`config.mk`:
```
export PLATFORM = sky130hd
export DESIGN_NAME = exec_cont_flat
export DESIGN_NICKNAME = d
export VERILOG_FILES = /design/src/rtl/exec_cont_if.sv /design/src/rtl/exec_cont.sv /design/src/flat_wrapper.sv
export SDC_FILE = /design/constraint.sdc
export NUM_CORES = 1
export LEC_CHECK = 0
export BUFFER_PORTS_ARGS = -buffer_cell sky130_fd_sc_hd__buf_2
export CAP_MARGIN = 10
export CORE_MARGIN = 3
export CORE_UTILIZATION = 60
export DETAILED_ROUTE_END_ITERATION = 10
export PLACE_DENSITY_LB_ADDON = 0.2
export SLEW_MARGIN = 20
export SYNTH_ARGS = -nofsm -noshare
export SYNTH_HDL_FRONTEND = slang
export SYNTH_SLANG_ARGS = --single-unit
```
`constraint.sdc`:
```
create_clock -name clk -period 9.45 [get_ports clk]
set_input_delay 1.4175 -clock clk [delete_from_list [all_inputs] [get_ports clk]]
set_output_delay 1.4175 -clock clk [all_outputs]
set_load 0.01 [all_outputs]
```
`src/rtl/exec_cont_if.sv`:
```
// Bundle of signals between the execute controller, the fetch controller
// and the data memory. The execute controller takes the master side:
// it drives the fetch request and the memory address/write port, and it
// receives the instruction fields and the memory read data.
interface exec_cont_if #(
    parameter int AW = 6,
    parameter int DW = 8
);
    // Fetch side
    logic          fetch_en;
    logic          ins_ready;
    logic          ins_finished;
    logic [1:0]    opcode;
    logic [AW-1:0] src1;
    logic [AW-1:0] src2;
    logic [AW-1:0] dst;

    // Data memory side (read data has one cycle of latency)
    logic [AW-1:0] dm_addr;
    logic [DW-1:0] dm_wdata;
    logic          dm_we;
    logic [DW-1:0] dm_rdata;

    modport master (
        output fetch_en, dm_addr, dm_wdata, dm_we,
        input  ins_ready, ins_finished, opcode, src1, src2, dst, dm_rdata
    );

    modport slave (
        input  fetch_en, dm_addr, dm_wdata, dm_we,
        output ins_ready, ins_finished, opcode, src1, src2, dst, dm_rdata
    );
endinterface

```
`src/rtl/exec_cont.sv`:
```
// Execute controller. Requests one instruction from fetch, reads both
// operands from data memory, computes add/sub/mul modulo 2^DW and writes
// the result back to dst. Halts on opcode 00 or on fetch's finished flag;
// only reset leaves the halted state.
// Optional feature macro: EXEC_OVF_EN adds a sticky overflow output that
// flags add carry-out, sub borrow and mul results wider than DW bits.
module exec_cont #(
    parameter int DATA_MEMORY_SIZE = 64,
    parameter int DATA_WIDTH       = 8,
    parameter int CNT_WIDTH        = 8,
    localparam int AW = $clog2(DATA_MEMORY_SIZE),
    localparam int DW = DATA_WIDTH
) (
    input  logic                 clk,
    input  logic                 reset,
    input  logic                 start,
    exec_cont_if.master          bus,
    output logic                 busy,
    output logic                 done,
    output logic [CNT_WIDTH-1:0] instr_count
`ifdef EXEC_OVF_EN
    ,
    output logic                 overflow
`endif
);

    typedef enum logic [2:0] {
        S_IDLE, S_REQ, S_WAIT, S_RD1, S_RD2, S_EX, S_WB, S_HALT
    } state_t;

    state_t               state_reg, state_next;
    logic [1:0]           op_reg;
    logic [AW-1:0]        src1_reg, src2_reg, dst_reg;
    logic [DW-1:0]        a_reg, r_reg;
    logic [CNT_WIDTH-1:0] count_reg;
    logic                 accept;
    logic [DW-1:0]        alu_result;

    // A non-halt instruction is taken only while waiting, and a finished
    // indication in the same cycle wins over it.
    assign accept = (state_reg == S_WAIT) && bus.ins_ready && !bus.ins_finished
                    && (bus.opcode != 2'b00);

    // State register
    always_ff @(posedge clk) begin
        if (reset) state_reg <= S_IDLE;
        else       state_reg <= state_next;
    end

    // Next-state logic
    always_comb begin
        state_next = state_reg;
        case (state_reg)
            S_IDLE: if (start) state_next = S_REQ;
            S_REQ:  state_next = S_WAIT;
            S_WAIT: begin
                if (bus.ins_finished || (bus.ins_ready && bus.opcode == 2'b00))
                    state_next = S_HALT;
                else if (accept)
                    state_next = S_RD1;
            end
            S_RD1:  state_next = S_RD2;
            S_RD2:  state_next = S_EX;
            S_EX:   state_next = S_WB;
            S_WB:   state_next = S_REQ;
            S_HALT: state_next = S_HALT;
            default: state_next = S_IDLE;
        endcase
    end

    // Outputs decoded from the registered state only
    always_comb begin
        bus.fetch_en = (state_reg == S_REQ);
        bus.dm_we    = (state_reg == S_WB);
        bus.dm_wdata = (state_reg == S_WB) ? r_reg : '0;
        bus.dm_addr  = '0;
        case (state_reg)
            S_RD1:   bus.dm_addr = src1_reg;
            S_RD2:   bus.dm_addr = src2_reg;
            S_WB:    bus.dm_addr = dst_reg;
            default: bus.dm_addr = '0;
        endcase
        busy = (state_reg != S_IDLE) && (state_reg != S_HALT);
        done = (state_reg == S_HALT);
    end

    // ALU: B is the read data arriving in EX, used directly so R is ready for WB
    always_comb begin
        alu_result = a_reg;
        case (op_reg)
            2'b01:   alu_result = a_reg + bus.dm_rdata;
            2'b10:   alu_result = a_reg - bus.dm_rdata;
            2'b11:   alu_result = a_reg * bus.dm_rdata;
            default: alu_result = a_reg;
        endcase
    end

    // Instruction fields, operand A, result and retired counter
    always_ff @(posedge clk) begin
        if (reset) begin
            op_reg    <= '0;
            src1_reg  <= '0;
            src2_reg  <= '0;
            dst_reg   <= '0;
            a_reg     <= '0;
            r_reg     <= '0;
            count_reg <= '0;
        end else begin
            if (accept) begin
                op_reg   <= bus.opcode;
                src1_reg <= bus.src1;
                src2_reg <= bus.src2;
                dst_reg  <= bus.dst;
            end
            if (state_reg == S_RD2) a_reg <= bus.dm_rdata;
            if (state_reg == S_EX)  r_reg <= alu_result;
            if (state_reg == S_WB)  count_reg <= count_reg + CNT_WIDTH'(1);
        end
    end

    assign instr_count = count_reg;

`ifdef EXEC_OVF_EN
    logic          ovf_reg;
    logic          alu_ovf;
    logic [DW:0]   sum_wide;
    logic [2*DW-1:0] prod_wide;

    // Out-of-range detection for the operation being executed
    always_comb begin
        sum_wide  = {1'b0, a_reg} + {1'b0, bus.dm_rdata};
        prod_wide = {{DW{1'b0}}, a_reg} * {{DW{1'b0}}, bus.dm_rdata};
        alu_ovf   = 1'b0;
        case (op_reg)
            2'b01:   alu_ovf = (sum_wide >> DW) != '0;
            2'b10:   alu_ovf = (a_reg < bus.dm_rdata);
            2'b11:   alu_ovf = (prod_wide >> DW) != '0;
            default: alu_ovf = 1'b0;
        endcase
    end

    // Sticky overflow flag, cleared only by reset
    always_ff @(posedge clk) begin
        if (reset)                            ovf_reg <= 1'b0;
        else if (state_reg == S_EX && alu_ovf) ovf_reg <= 1'b1;
    end

    assign overflow = ovf_reg;
`endif

endmodule
```
`src/flat_wrapper.sv`:
```
// flat-port wrapper written by rule: the top's interface ports become plain ports
module exec_cont_flat 
#(
    parameter int DATA_MEMORY_SIZE = 64,
    parameter int DATA_WIDTH       = 8,
    parameter int CNT_WIDTH        = 8,
    localparam int AW = $clog2(DATA_MEMORY_SIZE),
    localparam int DW = DATA_WIDTH
)
  (clk, reset, start, busy, done, instr_count, bus_fetch_en, bus_dm_addr, bus_dm_wdata, bus_dm_we, bus_ins_ready, bus_ins_finished, bus_opcode, bus_src1, bus_src2, bus_dst, bus_dm_rdata);
  exec_cont_if bus_i ();
  input  logic clk;
  input  logic reset;
  input  logic start;
  output logic busy;
  output logic done;
  output logic [CNT_WIDTH-1:0] instr_count;
  output wire logic [$bits(bus_i.fetch_en)-1:0] bus_fetch_en;
  output wire logic [$bits(bus_i.dm_addr)-1:0] bus_dm_addr;
  output wire logic [$bits(bus_i.dm_wdata)-1:0] bus_dm_wdata;
  output wire logic [$bits(bus_i.dm_we)-1:0] bus_dm_we;
  input wire logic [$bits(bus_i.ins_ready)-1:0] bus_ins_ready;
  input wire logic [$bits(bus_i.ins_finished)-1:0] bus_ins_finished;
  input wire logic [$bits(bus_i.opcode)-1:0] bus_opcode;
  input wire logic [$bits(bus_i.src1)-1:0] bus_src1;
  input wire logic [$bits(bus_i.src2)-1:0] bus_src2;
  input wire logic [$bits(bus_i.dst)-1:0] bus_dst;
  input wire logic [$bits(bus_i.dm_rdata)-1:0] bus_dm_rdata;
  assign bus_fetch_en = bus_i.fetch_en;
  assign bus_dm_addr = bus_i.dm_addr;
  assign bus_dm_wdata = bus_i.dm_wdata;
  assign bus_dm_we = bus_i.dm_we;
  assign bus_i.ins_ready = bus_ins_ready;
  assign bus_i.ins_finished = bus_ins_finished;
  assign bus_i.opcode = bus_opcode;
  assign bus_i.src1 = bus_src1;
  assign bus_i.src2 = bus_src2;
  assign bus_i.dst = bus_dst;
  assign bus_i.dm_rdata = bus_dm_rdata;
  exec_cont #(.DATA_MEMORY_SIZE(DATA_MEMORY_SIZE), .DATA_WIDTH(DATA_WIDTH), .CNT_WIDTH(CNT_WIDTH)) u_core (.clk(clk), .reset(reset), .start(start), .bus(bus_i), .busy(busy), .done(done), .instr_count(instr_count));
endmodule
```
==> impl_metrics.env, run 1 <==
export IMPL_outcome="finished clean"
export IMPL_chipWidth_um=82.6
export IMPL_top_cells_by_area_in_the_synthesized_netlist="dfxtp_1, ha_1, mux2i_1"
export IMPL_ant_nets=0
export IMPL_crit_path_end_kind="flop"
export IMPL_insertedDiodeCount=0
export IMPL_critical_path_n_buffers_inverters=4
export IMPL_worst_skew_pair_later_pin_latency_ns=0.30
export IMPL_via_count=2963
export IMPL_cp_slowest_cell="fa_1"
export IMPL_synth_commonest_cells="nor2_1, dfxtp_1, inv_1, nand2_1, ha_1"
export IMPL_worst_reg2reg_endpoint="u_core.r_reg[7]"
export IMPL_detailed_placement_hpwl_um=5800
export IMPL_fin_crit_sh=0.546
export IMPL_cts_setup_buffers=0
export IMPL_drt_pre_antenna_iters=4
export IMPL_global_route_usage_total=0.238
export IMPL_drive_gt1_frac=0.158
export IMPL_clock_slew_at_reported_path_ffs_ns=0.08
export IMPL_yosys_register_bits=47
export IMPL_fmax_mhz=194
export IMPL_ctsLongestPathBuffers=2
export IMPL_rsz0062_at_grt="false"
export IMPL_count_of_fill_cells_added_during_filler_insertion=490
export IMPL_netlist_instances=426
export IMPL_synthesis_nets=501
export IMPL_crit_path_start_kind="input port"
export IMPL_critPathKind="in2reg"
export IMPL_max_cap_violations=0
export IMPL_worst_r2r_startpoint="u_core.a_reg[2]"
export IMPL_finish_cell_count_without_fillers=546
export IMPL_yosys_most_used_dff="dfxtp_1"
export IMPL_final_nets=548
export IMPL_drt_initial_drc_count=145
export IMPL_yosys_cell_count_top_type="nor2_1"
export IMPL_reg2regPathDepth=14
export IMPL_number_of_buffers_added_by_the_clock_tree_synthesis_step=5
export IMPL_arrival_ns=5.31
export IMPL_final_hold_viol_count=0
export IMPL_ctsResizeCount=0
export IMPL_wl_per_cell_um=13.8
export IMPL_finalSetupViolCount=0
export IMPL_synth_largest_area_cell="dfxtp_1"
export IMPL_grt_overflow=0
export IMPL_cell_by_cell_listing_of_the_critical_path="buf_2 > nand2_1 > fa_1 > fa_1 > inv_1 > fa_1 > inv_1 > fa_1 > inv_1 > ha_1 > a21oi_1 > xnor3_1 > xnor3_1 > a221oi_2 > a211oi_2"
export IMPL_initial_utilization=0.628
export IMPL_rows=27
export IMPL_worst_slew_margin_rel=0.416
export IMPL_placed_cells=538
export IMPL_worst_hold_path_type="reg2reg"
export IMPL_finish_instance_area_um2=3910
export IMPL_post_dp_cell_area_um2=3810
export IMPL_numClockSinks=47
export IMPL_totalNegativeSetupSlack_ns=0
export IMPL_clock_skew_final_ns=0.0111
export IMPL_grt_start_max_net_pins=48
export IMPL_drt_vias_per_instance=5.43
export IMPL_areaGrowthSynthToFinish_pct=10.9
export IMPL_crit_path_frequent_cell="fa_1"
export IMPL_rrSetupSlack_ns=4.99
export IMPL_finalWorstPathRequiredPeriod_ns=5.16
export IMPL_crit_path_max_fanout=8
export IMPL_critical_path_top_delay_family="adder cells"
export IMPL_synthesis_area_um2=3520
export IMPL_p_per_area_nw_per_um2=119
export IMPL_p_leak_nw=1.89
export IMPL_timing_max_transition_violations_final=0
export IMPL_tritoncts="yes"
export IMPL_synth_top_cell_area_share=0.267
export IMPL_placement_setup_worst_slack_ns=3.97
export IMPL_die_area_um2=6830
export IMPL_end_of_the_worst_hold_path="u_core.r_reg[5]"
export IMPL_drc=0
export IMPL_count_of_hold_buffers_inserted_by_post_cts_repair=0
export IMPL_hold_path_startpoint="u_core.r_reg[5]"
export IMPL_synth_avg_cell_area_um2=8.27
export IMPL_synth_warning_count=0
export IMPL_placement_io_buffers=58
export IMPL_tightestPinTransition_ns=0.873
export IMPL_wire_length_of_the_first_global_routing_pass_um=12500
export IMPL_synth_cell_type_count=52
export IMPL_grt_antenna_before_repair=0
export IMPL_ctsHtreeMaxLevel=2
export IMPL_setup_slack_ns=4.29
export IMPL_placeableCoreArea_um2=5610
export IMPL_gp_congestion=0.896
export IMPL_number_of_enable_flip_flop_cells_after_synthesis=0
export IMPL_grt_pass1_vias=2760
export IMPL_whs_path_depth=2
export IMPL_timing_critical_path_slowest_cell_delay_ns=0.54
export IMPL_ir_worst_vdd_uv=115
export IMPL_detail_route_wirelength_um=7530
export IMPL_cts_root_buf="clkbuf_8"
export IMPL_yosysSeqAreaShare=0.267
export IMPL_critical_path_required_ns=9.60
export IMPL_io_pin_count=59
export IMPL_async_flop_share=0
export IMPL_die_h_um=82.6
==> layout by cell type (no fill, tap or decap), drive strengths merged, types with 3 or more instances in the layout <==
| cell type | Yosys | layout |
|---|---|---|
| and3 | 3 | 3 |
| ha | 29 | 29 |
| nor3 | 6 | 6 |
| nor2b | 4 | 4 |
| a31oi | 4 | 4 |
| inv | 42 | 42 |
| nand3 | 4 | 4 |
| dfxtp | 47 | 47 |
| a221oi | 3 | 3 |
| a21oi | 26 | 26 |
| mux2i | 27 | 27 |
| nor2 | 59 | 59 |
| o21ai | 21 | 21 |
| buf | 10 | 59 |
| xnor2 | 19 | 19 |
| nand2 | 41 | 41 |
| fa | 13 | 13 |
| clkbuf | 9 | 7 |
| a211oi | 5 | 5 |
| and2 | 16 | 16 |
| xor2 | 9 | 9 |
==> worst max-delay path by stage <==
stage | end | from | cells past startpoint
2_1_floorplan | u_core.r_reg[7] | bus_dm_rdata[4] | 15
6_report | u_core.r_reg[7] | bus_dm_rdata[4] | 15
3_5_place_dp | u_core.r_reg[7] | bus_dm_rdata[4] | 15
5_1_grt | u_core.r_reg[7] | bus_dm_rdata[4] | 15
4_1_cts | u_core.r_reg[7] | bus_dm_rdata[4] | 15
3_3_place_gp | u_core.r_reg[7] | bus_dm_rdata[4] | 15
==> stage by stage <==
| step | total power, mW | util | hold slack, ns |
|---|---|---|---|
| after floorplan | 0.312 | - | 0.432 |
| after global placement | 0.339 | 0.680 | 0.441 |
| after detailed placement | 0.343 | 0.680 | 0.447 |
| after CTS | 0.469 | 0.697 | 0.460 |
| after global routing | 0.495 | 0.697 | 0.488 |
| final | 0.465 | 0.697 | 0.458 |
==> logic make-up after synthesis <==
kind of cell	Yosys count	synth area share
compound gates	72	0.124
buf+inv	61	0.0725
xor+xnor	30	0.0845
simple gates	146	0.195
flops	47	0.267
mux	28	0.0799
fa+ha+maj	42	0.177
==> final cells by class <==
cell class | instances | area, um2 | share of cell area
Multi-Input combinational cell | 318 | 2330 | 0.595
Sequential cell | 47 | 941 | 0.241
Timing Repair Buffer | 59 | 298 | 0.0762
Inverter | 42 | 158 | 0.0403
Tap cell | 72 | 90.1 | 0.0231
Clock buffer | 7 | 86.3 | 0.0221
Clock inverter | 1 | 8.76 | 0.00224
==> per-layer routing <==
metal,GRT usage,wire length (um),vias up
met5,0,0,-
li1,-,-,1510
met1,0.321,3420,1364
met4,0.0801,132,0
met2,0.386,3560,78
met3,0.0401,417,11
==> where the power goes <==
group / switching, mW / internal [mW]
logic: 0.0654 / 0.0517
clock network: 0.0662 / 0.0600
registers: 0.0169 / 0.205
==> tightest hold or removal path, stage by stage, from the launching register on <==
cell,delay [ns]
dfxtp_1,0.31
nand2_1,0.05
a21oi_1,0.05
No activity file was read; power rests on OpenSTA's default activity.
==> run 2: changes to the inputs <==
--- a/config.mk
+++ b/config.mk
@@ -5,10 +5,11 @@
 export SDC_FILE = /design/constraint.sdc
 export NUM_CORES = 1
 export LEC_CHECK = 0
+export ABC_AREA = 1
 export BUFFER_PORTS_ARGS = -buffer_cell sky130_fd_sc_hd__buf_2
 export CAP_MARGIN = 10
 export CORE_MARGIN = 3
-export CORE_UTILIZATION = 60
+export CORE_UTILIZATION = 58
 export DETAILED_ROUTE_END_ITERATION = 10
 export PLACE_DENSITY_LB_ADDON = 0.2
 export SLEW_MARGIN = 20
==> constraint.sdc (replaced) <==
create_clock -name clk -period 5.16 [get_ports clk]
set_input_delay 0.774 -clock clk [delete_from_list [all_inputs] [get_ports clk]]
set_output_delay 0.774 -clock clk [all_outputs]
set_load 0.01 [all_outputs]
==> run 2 against run 1 <==
Core utilization down 2.0 points. Sequential power rose by 91%. Hold slack better by 0.019 ns. Die area is 6.7% higher. Sequential cell count unchanged. Sequential share of layout area decreased by 1.0 points. Register-to-register slack got worse by 4.0 ns. Via count grew 21%. Total power grew 120%.
==> impl_metrics.env, run 2 <==
export IMPL_p_leak_nw=2.21
export IMPL_placeableCoreArea_um2=6030
export IMPL_chipWidth_um=85.4
export IMPL_ir_worst_vdd_uv=156
export IMPL_final_common_cell="nand2_1"
export IMPL_insertedDiodeCount=0
export IMPL_number_of_buffers_added_by_the_clock_tree_synthesis_step=5
export IMPL_yosys_cell_count_top_type="nand2_1"
export IMPL_worst_slew_margin_rel=0.418
export IMPL_crit_path_end_kind="flop"
export IMPL_synthesis_area_um2=3650
export IMPL_tritoncts="yes"
export IMPL_async_flop_share=0
export IMPL_global_route_usage_total=0.248
export IMPL_crit_path_max_fanout=10
export IMPL_drive_gt1_frac=0.125
export IMPL_cts_setup_buffers=0
export IMPL_final_hold_viol_count=0
export IMPL_areaGrowthSynthToFinish_pct=11.7
export IMPL_rrSetupSlack_ns=0.98
export IMPL_grt_antenna_before_repair=0
export IMPL_finalSetupViolCount=0
export IMPL_critical_path_required_ns=5.35
export IMPL_detailed_placement_hpwl_um=6630
export IMPL_finalWorstPathRequiredPeriod_ns=4.18
export IMPL_placement_io_buffers=58
export IMPL_outcome="finished clean"
export IMPL_synth_top_cell_area_share=0.258
export IMPL_synth_commonest_cells="nand2_1, inv_1, nor2_1, dfxtp_1, o21ai_0"
export IMPL_totalNegativeSetupSlack_ns=0
export IMPL_timing_hold_ws_ns=0.477
export IMPL_cts_root_buf="clkbuf_8"
export IMPL_ctsHtreeMaxLevel=2
export IMPL_rsz0062_at_grt="false"
export IMPL_ctsLongestPathBuffers=2
export IMPL_drt_vias_per_instance=5.23
export IMPL_count_of_fill_cells_added_during_filler_insertion=549
export IMPL_drt_initial_drc_count=193
export IMPL_fmax_mhz=239
export IMPL_top_cells_by_area_in_the_synthesized_netlist="dfxtp_1, nand2_1, inv_1"
export IMPL_clock_slew_at_reported_path_ffs_ns=0.09
export IMPL_grt_overflow=0
export IMPL_crit_path_start_kind="flop"
export IMPL_yosys_most_used_dff="dfxtp_1"
export IMPL_synthesis_nets=637
export IMPL_initial_utilization=0.606
export IMPL_comb_power_share=0.324
export IMPL_count_of_hold_buffers_inserted_by_post_cts_repair=0
export IMPL_critPathKind="reg2reg"
export IMPL_synth_largest_area_cell="dfxtp_1"
export IMPL_worst_hold_path_type="reg2reg"
export IMPL_number_of_enable_flip_flop_cells_after_synthesis=0
export IMPL_power_share_switching=0.360
export IMPL_p_per_area_nw_per_um2=250
export IMPL_drt_pre_antenna_iters=5
export IMPL_wire_length_of_the_first_global_routing_pass_um=14900
export IMPL_max_cap_violations=0
export IMPL_mostFrequentLayoutCells="nand2_1, inv_1, nor2_1, buf_2, dfxtp_1"
export IMPL_worst_skew_pair_later_pin_latency_ns=0.30
export IMPL_p_switching_uw=366
export IMPL_numClockSinks=47
export IMPL_yosys_register_bits=47
export IMPL_io_pin_count=59
export IMPL_synth_warning_count=0
export IMPL_synth_cell_type_count=33
export IMPL_arrival_ns=4.38
export IMPL_fin_crit_sh=0.811
export IMPL_p_clk_frac=0.259
export IMPL_die_area_um2=7290
export IMPL_via_count=3583
export IMPL_netlist_instances=562
export IMPL_grt_start_max_net_pins=34
export IMPL_ctsResizeCount=0
export IMPL_sequentialPowerShare=0.416
export IMPL_gp_congestion=0.879
export IMPL_final_nets=685
export IMPL_yosysSeqAreaShare=0.258
export IMPL_rows=28
export IMPL_internal_power_uw=652
export IMPL_detail_route_wirelength_um=8520
export IMPL_clock_skew_final_ns=0.00944
export IMPL_ant_nets=0
export IMPL_die_h_um=85.4
export IMPL_drc=0
export IMPL_tightestPinTransition_ns=0.867
export IMPL_wl_per_cell_um=12.4
export IMPL_grt_pass1_vias=3457
export IMPL_timing_max_transition_violations_final=0
export IMPL_synth_avg_cell_area_um2=6.50
## run 2: cell types whose count changed in the layout (fill, tap and decap cells not counted), moves of 15 or more
| cell | change |
|---|---|
| inv_1 | +61 |
| xnor2_1 | -17 |
| nand2_1 | +90 |
| and2_1 | -16 |
| mux2i_1 | -27 |
| nand3_1 | +25 |
| nor2_1 | +15 |
| o21ai_0 | +28 |
## run 2: area by class of cell
type                            count  area, um2  share of cell area
Inverter                          106        400              0.0982
Sequential cell                    47        941               0.231
Timing Repair Buffer               60        305              0.0748
Tap cell                           75       93.8              0.0230
Multi-Input combinational cell    390       2240               0.548
Clock buffer                        6       72.6              0.0178
Clock inverter                      1       30.0             0.00736
## run 2: power groups by stage
stage	combinational, mW	sequential (mW)	clock, mW
after global placement	0.320	0.431	0
after global routing	0.386	0.428	0.281
final	0.330	0.424	0.264
after floorplan	0.250	0.415	0
after detailed placement	0.330	0.431	0
after CTS	0.333	0.423	0.267
## run 2: per-layer routing
| layer | part of all wire | vias to the layer above | wire [um] | GRT usage |
|---|---|---|---|---|
| li1 | - | 1843 | - | - |
| met1 | 0.45 | 1646 | 3800 | 0.304 |
| met2 | 0.50 | 82 | 4250 | 0.451 |
| met3 | 0.040 | 12 | 337 | 0.0320 |
| met4 | 0.015 | 0 | 129 | 0.0719 |
| met5 | 0 | - | 0 | 0 |
## run 2: final timing paths
check                   from  depth (start not counted)              end
max          u_core.a_reg[1]                         21  u_core.r_reg[7]
min reg2reg  u_core.r_reg[5]                          2  u_core.r_reg[5]
max reg2reg  u_core.a_reg[1]                         21  u_core.r_reg[7]
min          u_core.r_reg[5]                          2  u_core.r_reg[5]
## run 2: through the flow
stage	cell area, um2	std cells	utilization	worst slack, ns	power [mW]
CTS	4080	685	0.677	0.980	1.02
finish	4080	685	0.677	0.976	1.02
detailed placement	3980	678	0.660	0.664	0.762
global placement	3980	678	0.660	0.714	0.750
global route	4080	685	0.677	0.630	1.10
floorplan	3650	562	-	0.746	0.665
## run 2: worst max-delay path, cell delays in order (launching register included)
cell and delay [ns]:
dfxtp_1 0.59, nand2_1 0.14, fa_1 0.47, fa_1 0.54
inv_1 0.05, fa_1 0.47, inv_1 0.05, fa_1 0.52
inv_1 0.04, ha_1 0.33, nand3_1 0.12, nand3_1 0.07
nand2_1 0.06, nand2_1 0.05, nand2_1 0.06, inv_1 0.04
nor2_1 0.11, nand3_1 0.09, nand3_1 0.08, nand3_1 0.07
nand2_1 0.07, a21oi_1 0.05
## run 2: cell families after synthesis
kind of cell | share of synthesized area
compound gates | 0.136
xor+xnor | 0.0240
fa+ha+maj | 0.171
buf+inv | 0.130
flops | 0.258
simple gates | 0.282
==> run 3: changes to the inputs <==
--- a/config.mk
+++ b/config.mk
@@ -9,7 +9,7 @@
 export BUFFER_PORTS_ARGS = -buffer_cell sky130_fd_sc_hd__buf_2
 export CAP_MARGIN = 10
 export CORE_MARGIN = 3
-export CORE_UTILIZATION = 58
+export CORE_UTILIZATION = 52
 export DETAILED_ROUTE_END_ITERATION = 10
 export PLACE_DENSITY_LB_ADDON = 0.2
 export SLEW_MARGIN = 20
==> constraint.sdc (replaced) <==
create_clock -name clk -period 3.35 [get_ports clk]
set_input_delay 0.5025 -clock clk [delete_from_list [all_inputs] [get_ports clk]]
set_output_delay 0.5025 -clock clk [all_outputs]
set_load 0.01 [all_outputs]
==> run 3 against run 2 <==
The flow now finishes with violations (setup timing). Count of clock-buffer cells in the layout is 1 lower. Global-route usage is 1.3 points lower. First-iteration DRC count is 30% higher. Clock skew is 0.0022 ns lower. Combinational power is 100% higher. Critical endpoint is now u_core.r_reg[6]. Largest power group is now combinational logic. Highest routed layer unchanged.
==> impl_metrics.env, run 3 (synthesis results as in run 2) <==
export IMPL_worst_r2r_startpoint="u_core.a_reg[1]"
export IMPL_drc=0
export IMPL_max_cap_violations=0
export IMPL_via_count=3695
export IMPL_detailed_placement_hpwl_um=7110
export IMPL_timing_max_transition_violations_final=0
export IMPL_crit_path_end_kind="flop"
export IMPL_totalNegativeSetupSlack_ns=-0.669
export IMPL_drive_gt1_frac=0.196
export IMPL_grt_pass1_vias=3397
export IMPL_whs_path_depth=3
export IMPL_initial_utilization=0.556
export IMPL_ir_worst_vdd_uv=278
export IMPL_final_hold_viol_count=0
export IMPL_tightestPinTransition_ns=0.843
export IMPL_sequentialPowerShare=0.369
export IMPL_p_clk_frac=0.248
export IMPL_comb_power_share=0.383
export IMPL_finish_instance_area_um2=4410
export IMPL_drt_pre_antenna_iters=5
export IMPL_fmax_mhz=270
export IMPL_numClockSinks=47
export IMPL_worst_hold_path_type="in2reg"
export IMPL_number_of_buffers_added_by_the_clock_tree_synthesis_step=5
export IMPL_mostFrequentLayoutCells="nand2_1, inv_1, nor2_1, buf_2, o21ai_0"
export IMPL_p_switching_uw=632
export IMPL_count_of_hold_buffers_inserted_by_post_cts_repair=0
export IMPL_reg2regPathDepth=19
export IMPL_rrSetupSlack_ns=-0.36
export IMPL_final_common_cell="nand2_1"
export IMPL_ant_nets=0
export IMPL_die_h_um=89.8
export IMPL_p_per_area_nw_per_um2=395
export IMPL_placeableCoreArea_um2=6570
export IMPL_placement_io_buffers=58
export IMPL_outcome="finished, violations left"
export IMPL_wl_per_cell_um=12.7
export IMPL_grt_overflow=0
export IMPL_worst_skew_pair_later_pin_latency_ns=0.31
export IMPL_finalPower_mw=1.74
export IMPL_power_share_switching=0.363
export IMPL_hold_path_startpoint="bus_src2[1]"
export IMPL_failed_checks="setup timing"
export IMPL_die_area_um2=8060
export IMPL_ctsLongestPathBuffers=2
export IMPL_grt_antenna_before_repair=0
export IMPL_ctsHtreeMaxLevel=2
export IMPL_tritoncts="yes"
export IMPL_end_of_the_worst_hold_path="u_core.src2_reg[1]"
export IMPL_final_nets=708
export IMPL_crit_path_max_fanout=4
export IMPL_p_leak_nw=2.34
export IMPL_clock_skew_final_ns=0.00720
export IMPL_drt_initial_drc_count=250
export IMPL_fin_crit_sh=1.11
export IMPL_critPathKind="reg2reg"
export IMPL_post_dp_cell_area_um2=4190
export IMPL_crit_path_start_kind="flop"
export IMPL_wire_length_of_the_first_global_routing_pass_um=15900
export IMPL_insertedDiodeCount=0
export IMPL_gp_congestion=0.877
export IMPL_drt_vias_per_instance=5.08
export IMPL_rows=29
export IMPL_detail_route_wirelength_um=9260
export IMPL_worst_slew_margin_rel=0.433
export IMPL_arrival_ns=3.96
export IMPL_critical_path_required_ns=3.60
export IMPL_areaGrowthSynthToFinish_pct=20.7
export IMPL_io_pin_count=59
export IMPL_grt_start_max_net_pins=34
export IMPL_clock_slew_at_reported_path_ffs_ns=0.10
export IMPL_setup_slack_ns=-0.356
export IMPL_cts_root_buf="clkbuf_8"
export IMPL_finalWorstPathRequiredPeriod_ns=3.71
export IMPL_worst_reg2reg_endpoint="u_core.r_reg[6]"
export IMPL_internal_power_mw=1.11
export IMPL_finalSetupViolCount=2
export IMPL_chipWidth_um=89.8
export IMPL_global_route_usage_total=0.235
export IMPL_rsz0062_at_grt="true"
run 3: area by class of cell:
class                      instances  area (um2)
inverter                         106         400
fill                             593        2160
multi-input combinational        390        2330
sequential                        47         953
timing repair buffer              83         489
clock buffer                       5        68.8
tap                               93         116
clock inverter                     3        46.3
run 3: routing by layer:
layer  global-route usage  up-vias  share of wire
met5                    0        -              0
met4               0.0524        0          0.012
met1                0.321     1672           0.45
li1                     -     1889              -
met2                0.390      119           0.47
met3               0.0417       15          0.066
run 3: worst max-delay path by stage:
stage / start / endpoint / slack (ns) / cells after the start
5_1_grt: u_core.a_reg[1] / u_core.r_reg[7] / -0.54 / 21
2_1_floorplan: bus_dm_rdata[2] / u_core.r_reg[7] / -0.36 / 21
3_3_place_gp: bus_dm_rdata[2] / u_core.r_reg[7] / -0.47 / 21
6_report: u_core.a_reg[1] / u_core.r_reg[6] / -0.36 / 19
4_1_cts: u_core.a_reg[1] / u_core.r_reg[7] / -0.27 / 21
3_5_place_dp: bus_dm_rdata[2] / u_core.r_reg[7] / -0.55 / 21
run 3: worst max-delay path, stage by stage (launching register included):
cell and delay, ns:
dfxtp_4 0.40, nand2_4 0.06, fa_2 0.39, fa_1 0.50
inv_2 0.04, fa_1 0.47, inv_1 0.05, fa_1 0.49
inv_2 0.05, ha_4 0.23, buf_4 0.14, buf_6 0.10
buf_6 0.10, buf_6 0.10, a21oi_2 0.11, o21ai_1 0.07
nand2_1 0.05, o21bai_1 0.10, nand2_1 0.09, a21oi_2 0.11
run 3: metrics by stage:
stage	utilization	hold slack [ns]	setup WS [ns]	std cells
5_1_grt	0.671	0.418	-0.544	727
4_1_cts	0.668	0.405	-0.275	726
2_1_floorplan	-	0.444	-0.359	562
3_5_place_dp	0.638	0.457	-0.553	714
3_3_place_gp	0.638	0.447	-0.470	714
6_report	0.671	0.413	-0.356	727
run 3: repair_timing:
item | in CTS | in global routing
buffers inserted | 4 | 1
pin swaps | 6 | 3
setup endpoints to repair | 2 | 3
resized for setup | 17 | 7
run 3: power by group through the flow:
stage                     clock [mW]  combinational [mW]  sequential [mW]
final                          0.433               0.667            0.643
after detailed placement           0               0.591            0.651
after floorplan                    0               0.418            0.640
after CTS                      0.437               0.641            0.641
after global routing           0.459               0.760            0.647
after global placement             0               0.580            0.649
